### config.mk
export PLATFORM = sky130hd
export DESIGN_NAME = bru_pred
export DESIGN_NICKNAME = d
export VERILOG_FILES = /design/src/rtl/bru_pred.sv
export SDC_FILE = /design/constraint.sdc
export NUM_CORES = 1
export LEC_CHECK = 0
export CAP_MARGIN = 0
export CORE_MARGIN = 1.5
export CORE_UTILIZATION = 39
export CTS_CLUSTER_DIAMETER = 150
export DETAILED_ROUTE_END_ITERATION = 16
export GPL_TIMING_DRIVEN = 0
export HOLD_SLACK_MARGIN = 0.03
export SLEW_MARGIN = 40
export SYNTH_ARGS = -nofsm -noshare
export SYNTH_HDL_FRONTEND = slang
export SYNTH_SLANG_ARGS = --single-unit
### constraint.sdc
create_clock -name clk -period 4.22 [get_ports clk]
set_input_delay 0.633 -clock clk [delete_from_list [all_inputs] [get_ports clk]]
set_output_delay 0.633 -clock clk [all_outputs]
set_load 0.01 [all_outputs]
### src/rtl/bru_pred.sv
// Branch resolution unit with a 2-bit saturating-counter BHT.
// Optional BRU_STATS_EN adds branch/mispredict counters.
module bru_pred #(
    parameter int XLEN      = 32,
    parameter int BHT_DEPTH = 64,
    parameter int PC_STEP   = 4
) (
    input  logic            clk,
    input  logic            rst_n,
    input  logic            flush,
    input  logic            in_valid,
    output logic            in_ready,
    input  logic            is_branch,
    input  logic            is_jump,
    input  logic [2:0]      bru_op,
    input  logic [XLEN-1:0] pc,
    input  logic [XLEN-1:0] rs1_data,
    input  logic [XLEN-1:0] rs2_data,
    input  logic [XLEN-1:0] imm,
    input  logic            pred_taken,
    input  logic [XLEN-1:0] pred_target,
    input  logic [XLEN-1:0] lk_pc,
    output logic            lk_taken,
    output logic            out_valid,
    input  logic            out_ready,
    output logic            is_taken,
    output logic            redirect,
    output logic [XLEN-1:0] redirect_pc,
    output logic [XLEN-1:0] link_data,
    output logic            illegal
`ifdef BRU_STATS_EN
    ,
    output logic [31:0]     stat_branches,
    output logic [31:0]     stat_mispred
`endif
);
    localparam int IDX_W = $clog2(BHT_DEPTH);

    logic            eq, lt, ltu, cond;
    logic            ill_c, tk_c, rd_c, acc;
    logic [XLEN-1:0] tgt_c, seq_c, npc_c;
    logic [IDX_W-1:0] upd_idx, lk_idx;
    logic [1:0]      cnt_cur, cnt_nxt;

    logic            vld_q, vld_d;
    logic            tk_q, rd_q, ill_q;
    logic [XLEN-1:0] rpc_q, link_q;
    logic [1:0]      bht_q [BHT_DEPTH];

    assign eq  = rs1_data == rs2_data;
    assign lt  = $signed(rs1_data) < $signed(rs2_data);
    assign ltu = rs1_data < rs2_data;

    always_comb begin
        cond = 1'b0;
        unique case (bru_op)
            3'b000:  cond = eq;
            3'b001:  cond = !eq;
            3'b100:  cond = lt;
            3'b101:  cond = !lt;
            3'b110:  cond = ltu;
            3'b111:  cond = !ltu;
            default: cond = 1'b0;
        endcase
    end

    assign ill_c = is_branch && (bru_op[2:1] == 2'b01);
    assign tk_c  = is_jump || (is_branch && cond);
    assign seq_c = pc + XLEN'(PC_STEP);

    always_comb begin
        tgt_c = pc + imm;
        if (is_jump && bru_op[0]) begin
            tgt_c = (rs1_data + imm) & ~XLEN'(1);
        end
    end

    assign npc_c = tk_c ? tgt_c : seq_c;
    assign rd_c  = (is_branch || is_jump) &&
                   ((tk_c != pred_taken) ||
                    (tk_c && (tgt_c != pred_target)));

    assign in_ready = !flush && (!out_valid || out_ready);
    assign acc      = in_valid && in_ready;

    always_comb begin
        vld_d = vld_q;
        if (flush)          vld_d = 1'b0;
        else if (acc)       vld_d = 1'b1;
        else if (out_ready) vld_d = 1'b0;
    end

    always_ff @(posedge clk or negedge rst_n) begin
        if (!rst_n) begin
            vld_q  <= 1'b0;
            tk_q   <= 1'b0;
            rd_q   <= 1'b0;
            rpc_q  <= '0;
            link_q <= '0;
            ill_q  <= 1'b0;
        end else begin
            vld_q <= vld_d;
            if (acc) begin
                tk_q   <= tk_c;
                rd_q   <= rd_c;
                rpc_q  <= rd_c ? npc_c : '0;
                link_q <= seq_c;
                ill_q  <= ill_c;
            end
        end
    end

    assign upd_idx = pc[IDX_W+1:2];
    assign lk_idx  = lk_pc[IDX_W+1:2];
    assign cnt_cur = bht_q[upd_idx];

    always_comb begin
        cnt_nxt = cnt_cur;
        if (tk_c) begin
            if (cnt_cur != 2'b11) cnt_nxt = cnt_cur + 2'b01;
        end else begin
            if (cnt_cur != 2'b00) cnt_nxt = cnt_cur - 2'b01;
        end
    end

    // Lookup reads the stored value; a same-cycle update is not bypassed.
    always_ff @(posedge clk or negedge rst_n) begin
        if (!rst_n) begin
            for (int i = 0; i < BHT_DEPTH; i++) bht_q[i] <= 2'b01;
        end else if (acc && is_branch && !ill_c) begin
            bht_q[upd_idx] <= cnt_nxt;
        end
    end

    assign lk_taken    = bht_q[lk_idx][1];
    assign out_valid   = vld_q;
    assign is_taken    = tk_q;
    assign redirect    = rd_q;
    assign redirect_pc = rpc_q;
    assign link_data   = link_q;
    assign illegal     = ill_q;

`ifdef BRU_STATS_EN
    logic [31:0] nbr_q, nmp_q;

    always_ff @(posedge clk or negedge rst_n) begin
        if (!rst_n) begin
            nbr_q <= '0;
            nmp_q <= '0;
        end else if (acc) begin
            if (is_branch) nbr_q <= nbr_q + 32'd1;
            if (rd_c)      nmp_q <= nmp_q + 32'd1;
        end
    end

    assign stat_branches = nbr_q;
    assign stat_mispred  = nmp_q;
`endif
endmodule

Word level (Yosys, flattened, before mapping)
Cells that the tools add are included.

Bits of input ports: 203. Logic and storage cells: 134. Output and inout bits: 70. Register bits: 196.

Multiplexer cells: 19. Equality and inequality tests: 10. Bitwise logic cells: 2. Reduce and logical (&&, ||, !) cells: 23. Add/sub/neg operators: 5. $lt $le $gt $ge: 5.

Operator list (count): 128-bit bitwise mux (1); 32-bit 2-to-1 mux (3); 32-bit adder (2); 32-bit less-than comparator (2); 32-bit by 3-bit adder with 32-bit output (second input constant) (1); 32-bit == test (1); 32-bit != test (1); 2-bit binary-select mux with 6-bit select (2); 2-bit 2-to-1 mux (8); 7-bit greater-or-equal comparator (second input constant) (2); 6-bit inverter with 7-bit output (2); 2-bit demux with 6-bit select (1); 3-bit == test (second input constant) (4); 1-bit logical AND (10); 7-bit by 1-bit less-than comparator with 1-bit output (second input constant) (1); 1-bit logical NOT (6); 1-bit case mux with 6 select lines (1); 1-bit logical OR (4); 3-bit by 1-bit == test with 1-bit output (second input constant) (1); 3-bit logical NOT (1); 1-bit 2-to-1 mux (3); 3-bit nonzero test (1); 2-bit by 1-bit adder with 2-bit output (second input constant) (1); 2-bit by 1-bit == test with 1-bit output (second input constant) (1); other kinds (4) (4).

Logic depth before layout (Yosys ltp)
Depth in word-level cells: 9. Gate-level depth with buffers: 15. Depth with buffers taken out: 14.

Worst setup path after synthesis
OpenSTA, ideal clock, no wires.

Path type: input-to-reg. Start: input pc[15]. End: register rpc_q[29] (netlist: redirect_pc[29]). Data arrival time: 3.735 ns. Buffers on the path: 1. Stages: 13. Setup slack: 0.359 ns. Required time: 4.094 ns. Setup time: 0.126 ns. Path through: ha_1 buf_6 a21oi_4 o21ai_1 or4_1 o31a_1 a311o_1 xnor2_1 and3_1 nor4_1 nand4_1 or3_1 a221o_1.

Cells in the longest elaborated chain, start to end: 7. Elaborated cells on any way between the ends: 9. Classes of those cells: 2 x add/sub; 1 x eq/ne; 3 x mux; 3 x reduce/logical.

RTL lines: start: declaration (RTL line 16) `input logic [XLEN-1:0] pc,`; 32-bit adder (RTL line 72) `tgt_c = pc + imm;`; 32-bit 2-to-1 mux (RTL line 73) `if (is_jump && bru_op[0]) begin`; 32-bit != test (RTL line 81) `(tk_c && (tgt_c != pred_target)));`; 1-bit logical AND (RTL line 81); 1-bit logical OR (RTL line 80) `((tk_c != pred_taken) ||`; 1-bit logical AND (RTL line 79) `assign rd_c = (is_branch || is_jump) &&`; 32-bit 2-to-1 mux * (RTL line 106) `rpc_q <= rd_c ? npc_c : '0;`; end signal: assignment (RTL line 106); end: declaration (RTL line 47) `logic [XLEN-1:0] rpc_q, link_q;`.

Mark *: on every way between the ends. The rest lies on a longest branch, timed or not. A chain may end at the register's enable or synchronous reset.

Worst setup path in the final report
Start: input rs1_data[0]. End: register rpc_q[29] (netlist: redirect_pc[29]).

Cells in the longest elaborated chain, start to end: 9. Elaborated cells on any way between the ends: 18. Classes of those cells: 1 x add/sub; 2 x order compare; 3 x eq/ne; 4 x mux; 8 x reduce/logical.

RTL lines: start: declaration (RTL line 17) `input logic [XLEN-1:0] rs1_data,`; branches (longest 8 deep; another with 32-bit adder); 32-bit 2-to-1 mux * (RTL line 106).

Every way passes the cells marked *.

==> key figures <==
Status
  – Outcome: finished clean

Clock tree
  – Depth of the CTS H-tree: 4
  – Number of buffers inserted during clock tree synthesis: 17
  – CTS tree: done
  – Max Root-Sink Buffers: 2
  – Clock root buffer: sky130_fd_sc_hd__clkbuf_16
  – Reg clk slew, reported paths: 0.09 ns
  – Clock tree sinks: 196
  – Source-to-sink clock delay at the later pin of the worst-skew pair: 0.48 ns

Hold path
  – Hold WC Path Type: in -> async

Route
  – Count of routing violations after the opening detailed-route iteration: 1893
  – DRC violations left: 0
  – Vias after detailed routing: between 15000 and 20000
  – Number of antenna-violating nets in the routed design: 0
  – DR WL/cell: 25.3 um
  – Post-detailed-route via-to-cell ratio: 6.18
  – Pre-Repair DR Iteration Count: 6
  – Total Routed Length: slightly below 70 mm

Logic synthesis
  – Synthesized netlist net count: 2178
  – Number of cells produced by synthesis: between 1500 and 2000
  – Most used flip-flop cell after synthesis: sky130_fd_sc_hd__dfrtp_1
  – Count of different cell masters after synthesis: 75
  – Sequential cell area fraction in the yosys report: 0.302
  – Number of synthesized register bits: 196
  – Yosys warning count: 0
  – Netlist area before placement: about 16000 um2
  – Async SR Flop Fraction: 1.00
  – Mean instance size in the synthesized netlist: slightly below 9 um2
  – EDFF count, synth: 0

Floorplanning
  – Std-Cell Core Area: 41900 um2
  – Placement Rows: 75
  – Initial cell density of the core: 0.394
  – Chip width: 209 um
  – Chip height: 209 um
  – Io pins: 273
  – Die area: between 40000 and 50000 um2

Layout
  – Share of cells above drive strength 1: 0.248
  – Highest-count cells in the layout ignoring fill and taps: sky130_fd_sc_hd__nand2_1, sky130_fd_sc_hd__clkdlybuf4s50_1, sky130_fd_sc_hd__mux2_2
  – Post-route design area: 21700 um2
  – Post-synthesis to final-layout area growth: 31.5%
  – Antenna diode count: 0
  – Total of fill cells in the finished design: between 3000 and 4000
  – Layout Utilization: 0.518
  – Total Nets Final: about 2500
  – Leading cell type in the layout, fill and taps excluded: sky130_fd_sc_hd__nand2_1

Place
  – Instance area after placement: 19700 um2
  – Last weighted congestion value of the routability-driven placer: about 0.96
  – # port buffers: around 240
  – Final HPWL from detailed placement: roughly 53 mm

Timing
  – Worst clock skew on the final layout: 0.0235 ns
  – Max transition margin: 0.420
  – Fraction of the cycle the final worst path needs: 0.997
  – Max-slew violation count: 0
  – Pin slew with the least headroom to its limit: 0.870 ns
  – Final hold violation count: 0
  – Fmax achieved: 0.238 GHz
  – Final critical-path required period: 4.21 ns
  – Final setup violation count: 0

Worst setup path
  – Register-to-register setup slack: 1.18 ns
  – Reg2Reg Depth: 9
  – Class of the most critical setup path: in -> reg
  – Critical Path Fanout Max: 4
  – Number of buffers and inverters on the critical path: 1
  – Cell with the most instances on the worst path: sky130_fd_sc_hd__a21oi_1
  – Endpoint of the most critical register-to-register path: bht_q[35]
  – CP delay by family, top: compound AO/OA/AOI/OAI gates
  – Worst Setup Start Kind: input pin
  – Chain of cells forming the critical path: clkdlybuf4s50_1, nand2_1, fa_1, nand2b_4, a21o_1, a21oi_4, o21a_1, a21oi_1, a21oi_1, mux2i_1, o31ai_1, nand3_1, or3_1, a221o_1
  – Maximum single-stage delay on the critical path: 0.53 ns
  – Worst path slowest cell: sky130_fd_sc_hd__clkdlybuf4s50_1
  – Worst path required time: 4.57 ns
  – Endpoint kind of the worst setup timing path: register
  – Start of the worst register-to-register path: bht_q[45]
  – Data arrival at the endpoint of the critical path: 4.56 ns
  – Critical path launch point: rs1_data[0]

Power and ir drop
  – Power Density: 299 nW/um2
  – LEAKAGE: 0.00906 uW
  – Worst IR drop on VDD: roughly 330 uV

Job
  – Max Cap Viol: 0

Global route
  – First-pass GRT wire length: between 100 and 150 mm
  – Remaining global-route overflow: 0
  – Antenna violations before repair: 1
  – Maximum number of pins on one net before global-route repair: 76
  – Vias in the first global route: approximately 16000
  – Total track usage: 0.309
through the flow:
stage               power [uW]  setup TNS [ns]  std cells  setup WS [ns]  hold slack, ns
detailed placement        4510         -215.79       2663          -1.47           0.472
finish                    6490               0       2711         0.0116          0.0723
global placement          4490        -1159.04       2661          -5.67           0.466
CTS                       6340               0       2697       0.000342          0.0759
floorplan                 3420               0       1879          0.359           0.337
global route              6790         -0.0242       2711        -0.0242          0.0905
synth_stat cells (all sizes together) (18+ instances only):
| library cell | instances | area (um2) |
|---|---|---|
| buf | 33 | 161 |
| mux2i | 28 | 280 |
| o211ai | 20 | 150 |
| nor3 | 38 | 200 |
| a21oi | 109 | 561 |
| dfrtp | 132 | 3300 |
| nor2 | 123 | 462 |
| a32oi | 30 | 263 |
| clkbuf | 82 | 309 |
| xnor2 | 52 | 455 |
| inv | 61 | 229 |
| a21o | 30 | 225 |
| or3 | 19 | 119 |
| o21ai | 127 | 636 |
| nand3 | 44 | 220 |
| a22oi | 50 | 375 |
| nand2 | 222 | 833 |
| ha | 94 | 1180 |
| mux4 | 21 | 473 |
| and3 | 22 | 138 |
| mux2 | 138 | 1550 |
| dfstp | 64 | 1680 |
| nand4 | 48 | 300 |
| nand2b | 18 | 113 |
| xor2 | 37 | 324 |
area by class of cell:
| class | instances | area, um2 | share of cell area |
|---|---|---|---|
| tap | 539 | 674 | 0.0311 |
| timing repair buffer | 274 | 2760 | 0.127 |
| clock buffer | 20 | 467 | 0.0215 |
| inverter | 61 | 231 | 0.0107 |
| sequential | 196 | 4980 | 0.230 |
| buffer | 102 | 526 | 0.0242 |
| clock inverter | 12 | 140 | 0.00647 |
| multi-input combinational | 1507 | 11900 | 0.549 |
power breakdown:
group	internal (uW)	total [uW]	switching, uW	leakage (uW)
sequential	2070	2210	141	0.00240
combinational	1090	2560	1470	0.00636
clock	929	1710	785	0.000295
cells by family after synthesis:
group	synth area share
compound gates	0.207
xor+xnor	0.0528
fa+ha+maj	0.0750
buf+inv	0.0424
flops	0.302
mux	0.140
simple gates	0.180
how the worst max path moves through the flow:
stage | depth (start not counted) | to | slack (ns)
global placement | 1 | link_data[29] | -5.67
global route | 16 | redirect_pc[29] | -0.02
finish | 14 | redirect_pc[29] | 0.01
detailed placement | 15 | redirect_pc[2] | -1.47
floorplan | 13 | redirect_pc[29] | 0.36
CTS | 15 | redirect_pc[29] | 0.0003
flip-flops by register name, summed over array words and instances (netlist names):
name	count
bht_q	128
illegal	1
is_taken	1
link_data	32
out_valid	1
redirect	1
redirect_pc	32
what timing repair did:
| action | in CTS | in global routing |
|---|---|---|
| pin swaps | 19 | 33 |
| buffers inserted | 10 | 19 |
| hold buffers | 0 | 0 |
| hold endpoints to repair | 0 | 0 |
| setup endpoints to repair | 162 | 154 |
| gates resized for setup | 178 | 195 |
layer usage:
metal  share of wire  track usage  up-vias
met1            0.46        0.459     8316
met4           0.022       0.0792        0
met5               0            0        -
li1                -            -     7563
met3           0.088       0.0564       91
met2            0.44        0.459      781
worst reg2reg max path, stage by stage (launching register included):
cell                       delay (ns)
sky130_fd_sc_hd__dfrtp_1         0.42
sky130_fd_sc_hd__mux2_2          0.27
sky130_fd_sc_hd__a221oi_1        0.29
sky130_fd_sc_hd__a21oi_1         0.08
sky130_fd_sc_hd__a221oi_1        0.27
sky130_fd_sc_hd__o31ai_1         0.11
sky130_fd_sc_hd__a221o_1         0.43
sky130_fd_sc_hd__maj3_2          0.47
sky130_fd_sc_hd__clkbuf_2        0.27
sky130_fd_sc_hd__mux2_2          0.31
Note: power is estimated with default switching activity, not from simulation.
